## config.mk

```make
export PLATFORM = sky130hd
export DESIGN_NAME = fast_frame_ctrl_flat
export DESIGN_NICKNAME = d
export VERILOG_FILES = /design/src/rtl/fast_frame_ctrl_pkg.sv /design/src/rtl/fast_frame_ctrl_if.sv /design/src/rtl/fast_frame_ctrl_fifo.sv /design/src/rtl/fast_frame_ctrl.sv /design/src/flat_wrapper.sv
export SDC_FILE = /design/constraint.sdc
export NUM_CORES = 1
export LEC_CHECK = 0
export CORE_UTILIZATION = 45
export DETAILED_ROUTE_END_ITERATION = 8
export PLACE_DENSITY = 0.7
export SYNTH_ARGS = -nofsm -noshare
export SYNTH_HDL_FRONTEND = slang
export SYNTH_HIERARCHICAL = 1
export SYNTH_SLANG_ARGS = --single-unit
```

## constraint.sdc

```tcl
create_clock -name clk -period 3 [get_ports clk]
set_input_delay 0.6 -clock clk [delete_from_list [all_inputs] [get_ports clk]]
set_output_delay 0.6 -clock clk [all_outputs]
set_load 0.03 [all_outputs]
```

## src/rtl/fast_frame_ctrl_pkg.sv

```systemverilog
// fast_ctrl_pkg: shared types and widths for the FAST frame controller.
//   fast_ctrl_state_e : controller FSM states
//   corner_t          : one corner result {x, y, score} as stored in the output FIFO
//   *_CNT_W           : widths of the pixel, drain and statistics counters
package fast_ctrl_pkg;

  typedef enum logic [2:0] {
    ST_IDLE,
    ST_CLEAR,
    ST_FEED,
    ST_DRAIN,
    ST_FLUSH,
    ST_DONE
  } fast_ctrl_state_e;

  typedef struct packed {
    logic [9:0]  x;
    logic [9:0]  y;
    logic [12:0] score;
  } corner_t;

  // 20 bits covers frames up to 1M pixels, 16 bits covers drain lengths to 64K.
  localparam int PIX_CNT_W    = 20;
  localparam int DRAIN_CNT_W  = 16;
  localparam int CORNER_CNT_W = 20;
  localparam int STALL_CNT_W  = 32;

endpackage

```

## src/rtl/fast_frame_ctrl_if.sv

```systemverilog
// fast_frame_ctrl_if: the two streaming handshakes around the frame controller.
//   s_pix_data/s_pix_valid/s_pix_ready : raster pixel stream into the controller
//   m_valid/m_ready/m_x/m_y/m_score    : corner results out of the controller
// Modports:
//   master : environment side (drives pixels, consumes corners)
//   slave  : controller side
interface fast_frame_ctrl_if #(
  parameter int PIXEL_WIDTH = 8
);

  logic [PIXEL_WIDTH-1:0] s_pix_data;
  logic                   s_pix_valid;
  logic                   s_pix_ready;

  logic                   m_valid;
  logic                   m_ready;
  logic [9:0]             m_x;
  logic [9:0]             m_y;
  logic [12:0]            m_score;

  modport master (
    output s_pix_data, s_pix_valid, m_ready,
    input  s_pix_ready, m_valid, m_x, m_y, m_score
  );

  modport slave (
    input  s_pix_data, s_pix_valid, m_ready,
    output s_pix_ready, m_valid, m_x, m_y, m_score
  );

endinterface

```

## src/rtl/fast_frame_ctrl_fifo.sv

```systemverilog
// fast_corner_fifo: synchronous first-word-fall-through FIFO of corner_t.
//   clk, rst     : clock, synchronous active-high reset (pointers/level only)
//   flush        : synchronous empty
//   push/wr_data : write port (ignored when full)
//   pop          : read acknowledge (ignored when empty)
//   rd_data      : head entry, valid whenever empty=0
//   empty        : no entries
//   free_cnt     : number of free entries, from the registered level
module fast_corner_fifo
  import fast_ctrl_pkg::*;
#(
  parameter int FIFO_DEPTH = 4
) (
  input  logic                        clk,
  input  logic                        rst,
  input  logic                        flush,
  input  logic                        push,
  input  corner_t                     wr_data,
  input  logic                        pop,
  output corner_t                     rd_data,
  output logic                        empty,
  output logic [$clog2(FIFO_DEPTH):0] free_cnt
);

  localparam int AW = $clog2(FIFO_DEPTH);
  localparam logic [AW:0] DEPTH_C = (AW+1)'(FIFO_DEPTH);

  corner_t        mem [FIFO_DEPTH];
  logic [AW-1:0]  wr_ptr;
  logic [AW-1:0]  rd_ptr;
  logic [AW:0]    count;
  logic           wr_en;
  logic           rd_en;

  assign wr_en = push && (count != DEPTH_C);
  assign rd_en = pop && (count != '0);

  always_ff @(posedge clk) begin
    if (rst || flush) begin
      wr_ptr <= '0;
      rd_ptr <= '0;
      count  <= '0;
    end else begin
      if (wr_en) wr_ptr <= wr_ptr + AW'(1);
      if (rd_en) rd_ptr <= rd_ptr + AW'(1);
      case ({wr_en, rd_en})
        2'b10:   count <= count + (AW+1)'(1);
        2'b01:   count <= count - (AW+1)'(1);
        default: count <= count;
      endcase
    end
  end

  // Storage carries data only, so it is never reset.
  always_ff @(posedge clk) begin
    if (wr_en) mem[wr_ptr] <= wr_data;
  end

  assign rd_data  = mem[rd_ptr];
  assign empty    = (count == '0);
  assign free_cnt = DEPTH_C - count;

endmodule

```

## src/rtl/fast_frame_ctrl.sv

```systemverilog
// fast_frame_ctrl: frame sequencer and output scheduler wrapping the FAST corner pipeline.
//   clk, rst            : clock, synchronous active-high reset
//   start, abort        : begin a frame from IDLE / cancel a running frame
//   busy, frame_done    : state != IDLE / one-cycle end-of-frame pulse
//   bus (slave)         : pixel stream in, corner stream out
//   pipe_ce/rst/data    : drive the FAST pipeline clock enable, clear and data_in
//   pipe_iscorner, pipe_xy_vld, pipe_x, pipe_y, pipe_score : pipeline results
//   corner_count        : corners written this frame (saturating)
//   stall_count         : cycles a ce was held off by a full FIFO
// Build option: define FAST_CTRL_STATS_EN to build the statistics counters;
// otherwise corner_count and stall_count are tied to zero.
module fast_frame_ctrl
  import fast_ctrl_pkg::*;
#(
  parameter int COL_NUM      = 640,
  parameter int ROW_NUM      = 480,
  parameter int PIXEL_WIDTH  = 8,
  parameter int DRAIN_CYCLES = 3*COL_NUM+16,
  parameter int FIFO_DEPTH   = 4
) (
  input  logic                    clk,
  input  logic                    rst,
  input  logic                    start,
  input  logic                    abort,
  output logic                    busy,
  output logic                    frame_done,
  fast_frame_ctrl_if.slave        bus,
  output logic                    pipe_ce,
  output logic                    pipe_rst,
  output logic [PIXEL_WIDTH-1:0]  pipe_data,
  input  logic                    pipe_iscorner,
  input  logic                    pipe_xy_vld,
  input  logic [9:0]              pipe_x,
  input  logic [9:0]              pipe_y,
  input  logic [12:0]             pipe_score,
  output logic [CORNER_CNT_W-1:0] corner_count,
  output logic [STALL_CNT_W-1:0]  stall_count
);

  localparam int FREE_W = $clog2(FIFO_DEPTH) + 1;
  localparam logic [PIX_CNT_W-1:0]   LAST_PIX   = PIX_CNT_W'(ROW_NUM*COL_NUM - 1);
  localparam logic [DRAIN_CNT_W-1:0] LAST_DRAIN = DRAIN_CNT_W'(DRAIN_CYCLES - 1);
  localparam logic [FREE_W-1:0]      FREE_MIN   = FREE_W'(2);

  fast_ctrl_state_e        state_q, state_d;
  logic [PIX_CNT_W-1:0]    pix_cnt_q;
  logic [DRAIN_CNT_W-1:0]  drain_cnt_q;
  logic                    ce_p1;
  logic                    abort_p1;
  logic                    abort_hit;
  logic                    space_ok;
  logic                    s_ready;
  logic                    done;

  corner_t                 fifo_wr;
  corner_t                 fifo_rd;
  logic                    fifo_push;
  logic                    fifo_pop;
  logic                    fifo_empty;
  logic [FREE_W-1:0]       fifo_free;

  assign abort_hit = abort && (state_q != ST_IDLE);
  // One slot stays reserved for the result of the ce issued last cycle.
  assign space_ok  = (fifo_free >= FREE_MIN);

  always_comb begin
    state_d   = state_q;
    s_ready   = 1'b0;
    pipe_ce   = 1'b0;
    pipe_data = '0;
    done      = 1'b0;
    case (state_q)
      ST_IDLE: begin
        if (start && !abort) state_d = ST_CLEAR;
      end
      ST_CLEAR: begin
        state_d = ST_FEED;
      end
      ST_FEED: begin
        s_ready   = space_ok;
        pipe_ce   = bus.s_pix_valid && space_ok;
        pipe_data = bus.s_pix_data;
        if (pipe_ce && (pix_cnt_q == LAST_PIX)) state_d = ST_DRAIN;
      end
      ST_DRAIN: begin
        pipe_ce = space_ok;
        if (pipe_ce && (drain_cnt_q == LAST_DRAIN)) state_d = ST_FLUSH;
      end
      ST_FLUSH: begin
        // ce_p1=0 means no pipeline result is still on its way to the FIFO.
        if (!ce_p1 && fifo_empty) state_d = ST_DONE;
      end
      ST_DONE: begin
        done    = 1'b1;
        state_d = ST_IDLE;
      end
      default: state_d = ST_IDLE;
    endcase
    if (abort_hit) state_d = ST_IDLE;
  end

  // ---- stage p0 -> p1: state, counters and the registered ce ----
  always_ff @(posedge clk) begin
    if (rst) begin
      state_q     <= ST_IDLE;
      pix_cnt_q   <= '0;
      drain_cnt_q <= '0;
      ce_p1       <= 1'b0;
      abort_p1    <= 1'b0;
    end else begin
      state_q  <= state_d;
      ce_p1    <= pipe_ce && !abort_hit;
      abort_p1 <= abort_hit;
      if (state_q == ST_CLEAR) begin
        pix_cnt_q   <= '0;
        drain_cnt_q <= '0;
      end else begin
        if ((state_q == ST_FEED) && pipe_ce)  pix_cnt_q   <= pix_cnt_q + PIX_CNT_W'(1);
        if ((state_q == ST_DRAIN) && pipe_ce) drain_cnt_q <= drain_cnt_q + DRAIN_CNT_W'(1);
      end
    end
  end

  assign busy       = (state_q != ST_IDLE);
  assign frame_done = done && !abort;
  assign pipe_rst   = rst || (state_q == ST_CLEAR) || abort_p1;

  // ---- stage p1 -> FIFO: pipeline results qualified by the registered ce ----
  assign fifo_wr   = '{x: pipe_x, y: pipe_y, score: pipe_score};
  assign fifo_push = ce_p1 && pipe_xy_vld && pipe_iscorner;
  assign fifo_pop  = !fifo_empty && bus.m_ready;

  fast_corner_fifo #(
    .FIFO_DEPTH (FIFO_DEPTH)
  ) u_fifo (
    .clk      (clk),
    .rst      (rst),
    .flush    (abort_hit),
    .push     (fifo_push),
    .wr_data  (fifo_wr),
    .pop      (fifo_pop),
    .rd_data  (fifo_rd),
    .empty    (fifo_empty),
    .free_cnt (fifo_free)
  );

  assign bus.s_pix_ready = s_ready;
  assign bus.m_valid     = !fifo_empty;
  // Storage is not reset, so the head is masked to zero while empty.
  assign bus.m_x         = fifo_empty ? 10'd0 : fifo_rd.x;
  assign bus.m_y         = fifo_empty ? 10'd0 : fifo_rd.y;
  assign bus.m_score     = fifo_empty ? 13'd0 : fifo_rd.score;

`ifdef FAST_CTRL_STATS_EN
  logic [CORNER_CNT_W-1:0] corner_cnt_q;
  logic [STALL_CNT_W-1:0]  stall_cnt_q;
  logic                    stall_req;

  function automatic logic [CORNER_CNT_W-1:0] sat_inc(input logic [CORNER_CNT_W-1:0] v);
    return (&v) ? v : v + CORNER_CNT_W'(1);
  endfunction

  // A ce was wanted (pixel offered, or draining) but the FIFO had no room.
  assign stall_req = !space_ok &&
                     (((state_q == ST_FEED) && bus.s_pix_valid) || (state_q == ST_DRAIN));

  always_ff @(posedge clk) begin
    if (rst || (state_q == ST_CLEAR)) begin
      corner_cnt_q <= '0;
      stall_cnt_q  <= '0;
    end else begin
      if (fifo_push) corner_cnt_q <= sat_inc(corner_cnt_q);
      if (stall_req) stall_cnt_q  <= stall_cnt_q + STALL_CNT_W'(1);
    end
  end

  assign corner_count = corner_cnt_q;
  assign stall_count  = stall_cnt_q;
`else
  assign corner_count = '0;
  assign stall_count  = '0;
`endif

endmodule

```

## src/flat_wrapper.sv

```systemverilog
// flat-port wrapper written by rule: the top's interface ports become plain ports
module fast_frame_ctrl_flat import fast_ctrl_pkg::*;
#(
  parameter int COL_NUM      = 640,
  parameter int ROW_NUM      = 480,
  parameter int PIXEL_WIDTH  = 8,
  parameter int DRAIN_CYCLES = 3*COL_NUM+16,
  parameter int FIFO_DEPTH   = 4
)
  (clk, rst, start, abort, busy, frame_done, pipe_ce, pipe_rst, pipe_data, pipe_iscorner, pipe_xy_vld, pipe_x, pipe_y, pipe_score, corner_count, stall_count, bus_s_pix_data, bus_s_pix_valid, bus_m_ready, bus_s_pix_ready, bus_m_valid, bus_m_x, bus_m_y, bus_m_score);
  fast_frame_ctrl_if #(.PIXEL_WIDTH(PIXEL_WIDTH)) bus_i ();
  input  logic clk;
  input  logic rst;
  input  logic start;
  input  logic abort;
  output logic busy;
  output logic frame_done;
  output logic pipe_ce;
  output logic pipe_rst;
  output logic [PIXEL_WIDTH-1:0] pipe_data;
  input  logic pipe_iscorner;
  input  logic pipe_xy_vld;
  input  logic [9:0] pipe_x;
  input  logic [9:0] pipe_y;
  input  logic [12:0] pipe_score;
  output logic [CORNER_CNT_W-1:0] corner_count;
  output logic [STALL_CNT_W-1:0] stall_count;
  input wire logic [$bits(bus_i.s_pix_data)-1:0] bus_s_pix_data;
  input wire logic [$bits(bus_i.s_pix_valid)-1:0] bus_s_pix_valid;
  input wire logic [$bits(bus_i.m_ready)-1:0] bus_m_ready;
  output wire logic [$bits(bus_i.s_pix_ready)-1:0] bus_s_pix_ready;
  output wire logic [$bits(bus_i.m_valid)-1:0] bus_m_valid;
  output wire logic [$bits(bus_i.m_x)-1:0] bus_m_x;
  output wire logic [$bits(bus_i.m_y)-1:0] bus_m_y;
  output wire logic [$bits(bus_i.m_score)-1:0] bus_m_score;
  assign bus_i.s_pix_data = bus_s_pix_data;
  assign bus_i.s_pix_valid = bus_s_pix_valid;
  assign bus_i.m_ready = bus_m_ready;
  assign bus_s_pix_ready = bus_i.s_pix_ready;
  assign bus_m_valid = bus_i.m_valid;
  assign bus_m_x = bus_i.m_x;
  assign bus_m_y = bus_i.m_y;
  assign bus_m_score = bus_i.m_score;
  fast_frame_ctrl #(.COL_NUM(COL_NUM), .ROW_NUM(ROW_NUM), .PIXEL_WIDTH(PIXEL_WIDTH), .DRAIN_CYCLES(DRAIN_CYCLES), .FIFO_DEPTH(FIFO_DEPTH)) u_core (.clk(clk), .rst(rst), .start(start), .abort(abort), .busy(busy), .frame_done(frame_done), .bus(bus_i), .pipe_ce(pipe_ce), .pipe_rst(pipe_rst), .pipe_data(pipe_data), .pipe_iscorner(pipe_iscorner), .pipe_xy_vld(pipe_xy_vld), .pipe_x(pipe_x), .pipe_y(pipe_y), .pipe_score(pipe_score), .corner_count(corner_count), .stall_count(stall_count));
endmodule
```

# Word-level counts from Yosys, hierarchy flattened
# Memory sizes are Yosys's and may differ from the RTL's. A register that Yosys moved wholly into a read port is not among the register bits.
# Cells that the tools add are included.
# classes
n_addsub,7
order_cmp,1
eq_ne,14
n_mux,17
n_reduce_logical,30
# op_table
cell,n
"adder 20 x 1 -> 20 bit, second input constant",1
"equality test 20 x 19 -> 1 bit, second input constant",1
two-way mux 10 bit,2
"adder 16 x 1 -> 16 bit, second input constant",1
"equality test 16 x 11 -> 1 bit, second input constant",1
logical AND 1 bit,15
one-hot mux 3 bit (5 select lines),1
two-way mux 13 bit,1
two-way mux 3 bit,4
two-way mux 8 bit,1
"inequality test 2 x 1 -> 1 bit, second input constant",4
"equality test 3 x 2 -> 1 bit, second input constant",2
"equality test 3 bit, second input constant",2
logical NOT 3 bit,2
one-hot mux 3 bit (2 select lines),1
nonzero test 3 bit,2
"adder 2 x 1 -> 2 bit, second input constant",2
logical NOT 1 bit,4
two-way mux 1 bit,4
two-way mux 2 bit,2
AND reduction 4 bit,1
OR reduction 2 bit,2
"adder 3 x 1 -> 3 bit, second input constant",1
"equality test 3 x 1 -> 1 bit, second input constant",1
9 further kinds,11
# word_totals
register_bits,48
ramBits,132
input_bits,49
out_inout_bits,99
elab_cells,78
mem_count,1
# mem_list
memory,words,word_bits,rd,rd_clocked_by_memory_dff,write_ports,line,text
u_core.u_fifo.mem,4,33,1,1,1,fast_frame_ctrl_fifo.sv:28,corner_t mem [FIFO_DEPTH];

# Depth between registers and ports, before layout
# logic_depth
depth_word,6
mapped_depth,12
mapped_depth_nobuf,11

# Cells and area by module
# The synthesis kept the hierarchy.
# modules_own_cells
mod,n_inst,cells_per_inst,area_per_inst_um2,seq_area_each_um2
fast_corner_fifo,1,228,5310.1,4144.0
fast_frame_ctrl,1,349,2727.6,820.8

# Worst setup path after synthesis
# OpenSTA, ideal clock, no wires.
# synth_path
kind,register to register
startpoint,register u_core.u_fifo.count[0]
endpoint,register u_core.u_fifo.count[2]
setup_ns,0.070
t_arrival_ns,2.408
t_required_ns,2.930
slack_ns,0.522
path_stages_with_launch,12
path_buffers,0
synth_period_minus_slack_ns,2.478
path_cell_list,dfxtp_1 inv_1 ha_1 ha_1 nor2b_1 nor2b_1 ha_1 inv_1 fa_1 xor2_1 or3_1 a21oi_1
# synth_via
elab_chain_len,6
word_cells_on_any_way,13
classes_between,add/sub (2); eq/ne (3); mux (1); reduce/logical (7)
# synth_rtl
element,line,text
"start, declared",fast_frame_ctrl_fifo.sv:31,logic [AW:0] count;
"start signal, assigned",fast_frame_ctrl_fifo.sv:47,2'b10: count <= count + (AW+1)'(1);
"start signal, assigned",fast_frame_ctrl_fifo.sv:48,2'b01: count <= count - (AW+1)'(1);
"start signal, assigned",fast_frame_ctrl_fifo.sv:49,default: count <= count;
logical NOT 3 bit *,fast_frame_ctrl_fifo.sv:60,assign empty = (count == '0);
via u_core.fifo_empty,fast_frame_ctrl.sv:59,logic fifo_empty;
logical NOT 1 bit *,fast_frame_ctrl.sv:131,assign fifo_pop = !fifo_empty && bus.m_ready;
logical AND 1 bit *,fast_frame_ctrl.sv:131,
via u_core.fifo_pop,fast_frame_ctrl.sv:58,logic fifo_pop;
logical AND 1 bit *,fast_frame_ctrl_fifo.sv:36,assign rd_en = pop && (count != '0);
via u_core.u_fifo.rd_en,fast_frame_ctrl_fifo.sv:33,logic rd_en;
equality test 2 x 1 -> 1 bit or equality test 2 bit (tied branches),fast_frame_ctrl_fifo.sv:46,"case ({wr_en, rd_en})"
one-hot mux 3 bit (2 select lines) or nonzero test 2 bit (tied branches),-,
# Mark *: on every way through the listed nets, which the timed path passes. The rest lies on a longest branch.
# A chain may end at the register's enable or synchronous reset.

# Worst setup path after layout
# layout_path
startpoint,register u_core.u_fifo.count[0]
endpoint,output bus_m_score[2]
# layout_via
elab_chain_len,2
# layout_rtl
element,line,text
logical NOT 3 bit,fast_frame_ctrl_fifo.sv:60,
via u_core.fifo_empty,fast_frame_ctrl.sv:59,
two-way mux 13 bit,fast_frame_ctrl.sv:152,assign bus.m_score = fifo_empty ? 13'd0 : fifo_rd.score;
"end, declared",flat_wrapper.sv:35,output wire logic [$bits(bus_i.m_score)-1:0] bus_m_score;
# The timed path passes the listed nets, and every way through them passes these cells.

==> metrics <==
antenna diode count 0; Critical Path AT 2.31 ns; status finished clean; clock latency on the worst-skew pair 0.42 ns; Port Buffer Count 95; Netlist Area Pre-Place around 8000 µm²; RR Endpoint u_core/pix_cnt_q[15]$_SDFFE_PP0P_; peak supply drop 0.4324 mV; gr usage total approximately 17%; Ports between 100 and 150; Final nets about 740; hold path startpoint u_core/pix_cnt_q[19]$_SDFFE_PP0P_; r2r setup slk roughly 0.34 ns; number of DRC markers in iteration 0 between 200 and 300; initial core utilization roughly 46%; Util after Layout 56.00%; post-DR vias/cell a little over 5; setup ws final between 0.09 and 0.1 ns; Post-Place Cell Area 9087 µm²; syn_area_per_cell between 10 and 15 µm²; Setup Skew 0.009187 ns; dpl ws 0.1850 ns; commonest non-fill, non-tap cell in the layout edfxtp_1; DRC 0; Hold Crit Class reg -> reg; core area between 15000 and 20000 µm²; Placed Instances between 800 and 900; clk buf depth 2; WL/cell around 16 µm; total grt overflow 0; hold depth 2; layout cell share with drive strength beyond 1 between 10 and 15%; Ys Warns 6; Placement Rows 48; r2r worst-path depth 9; Worst setup EP type output pin; Via Count around 4700; first-pass GRT wire length 23.40 mm; vias in the first global route around 4700; clk slew on worst S/H paths about 0.060 ns; Final GP Congestion roughly 0.78; RSZ-0062 raised after global routing no; Setup violations, final 0; Reg-to-Reg Start u_core/u_fifo/count[0]$_SDFFE_PP0P_; Synth Instances around 580; Fin Hold WS between 0.4 and 0.5 ns; Final Instance Area about 10000 µm²; Die Y ~140 µm; hpwl dp 9.351 mm; Clock Sinks around 180; crit path kind reg -> out; Die Area ~18000 µm²; final slew viol count 0; htree depth 4; Tmin final between 2 and 3 ns; fmax approximately 0.34 GHz; DR pass1 iterations 4; hold path endpoint u_core/pix_cnt_q[19]$_SDFFE_PP0P_; clk root buf clkbuf_16; Final Cycle Share 96.87%; Max-Cap Viols 0; initial antenna violation count 1; die width ~140 µm; CTS tree built; Relative slew margins between 50% and 60%; area grow syn2layout 21.03%; total CTS buffers 17; final hold violations 0; Non-Filler Instances roughly 920; Worst-Margin Slew roughly 0.69 ns; leak pwr between 3 and 4 nW; final setup TNS 0 ns; Req. time, crit path approximately 2.4 ns; power per cell area 520.4 nW/µm²; most frequent cells in the layout edfxtp_1 (132), clkdlybuf4s50_1 (64), conb_1 (52); post-route ant nets 0; crit-path max FO 34; largest net degree at the start of global routing 36; total power 5.058 mW; startpoint types flip-flop; final wirelength 14.89 mm
-- power by group --
part           internal, mW  switching [mW]
logic                0.0923           0.173
registers              2.70         0.00660
clock network          1.16           0.932
-- routing by layer --
layer	track usage, %	share of wire, %	up-vias	wire length, µm
met5	0	0.11	-	17
met4	6.305	0.52	2	78
met3	4.639	5.4	10	802
met2	28.03	51	135	7631
met1	20.91	43	2318	6356
li1	-	-	2251	-
-- critical path, stage by stage, from the launching register on --
cell and delay [ns]:
dfxtp_1 0.34, inv_1 0.08, ha_1 0.22, ha_2 0.22, buf_12 0.17, nor2b_1 0.14
clkdlybuf4s50_1 0.68
-- flip-flops by register name, indices dropped and copies added, names as in the netlist, named ones only --
| register | count |
|---|---|
| u_core/abort_p1 | 1 |
| u_core/ce_p1 | 1 |
| u_core/drain_cnt_q | 16 |
| u_core/pix_cnt_q | 20 |
| u_core/state_q | 3 |
| u_core/u_fifo/count | 3 |
| u_core/u_fifo/mem | 132 |
| u_core/u_fifo/rd_ptr | 2 |
| u_core/u_fifo/wr_ptr | 2 |
-- worst max path at each step --
stage                                   startpoint                                   to  slack (ns)  cells past startpoint
2_1_floorplan  u_core/u_fifo/count[0]$_SDFFE_PP0P_  u_core/u_fifo/count[2]$_SDFFE_PP0P_        0.55                     11
3_3_place_gp                           bus_m_ready  u_core/u_fifo/count[2]$_SDFFE_PP0P_        0.26                      9
3_5_place_dp                           bus_m_ready  u_core/u_fifo/count[2]$_SDFFE_PP0P_        0.19                      9
4_1_cts                                  flip-flop                      bus_m_score[12]       0.005                      4
5_1_grt        u_core/u_fifo/count[0]$_SDFFE_PP0P_                      bus_m_score[11]      0.0007                      6
6_report       u_core/u_fifo/count[0]$_SDFFE_PP0P_                       bus_m_score[2]        0.09                      6
-- cell type report --
class	instances	area, µm²
Clock buffer	19	432.9
Clock inverter	13	123.9
Fill cell	1367	7637
Inverter	16	60.06
Multi-Input combinational cell	350	2638
Sequential cell	182	4967
Tap cell	225	281.5
Timing Repair Buffer	110	1216
-- timing repair --
action                                  CTS  global route
buffers inserted                          0             0
gates cloned                              0             1
resized for setup                         7            27
endpoints found under the hold margin     0             0
hold buffers                              0             0
endpoints found under the setup margin    7            29
No activity file was read; power rests on OpenSTA's default activity.
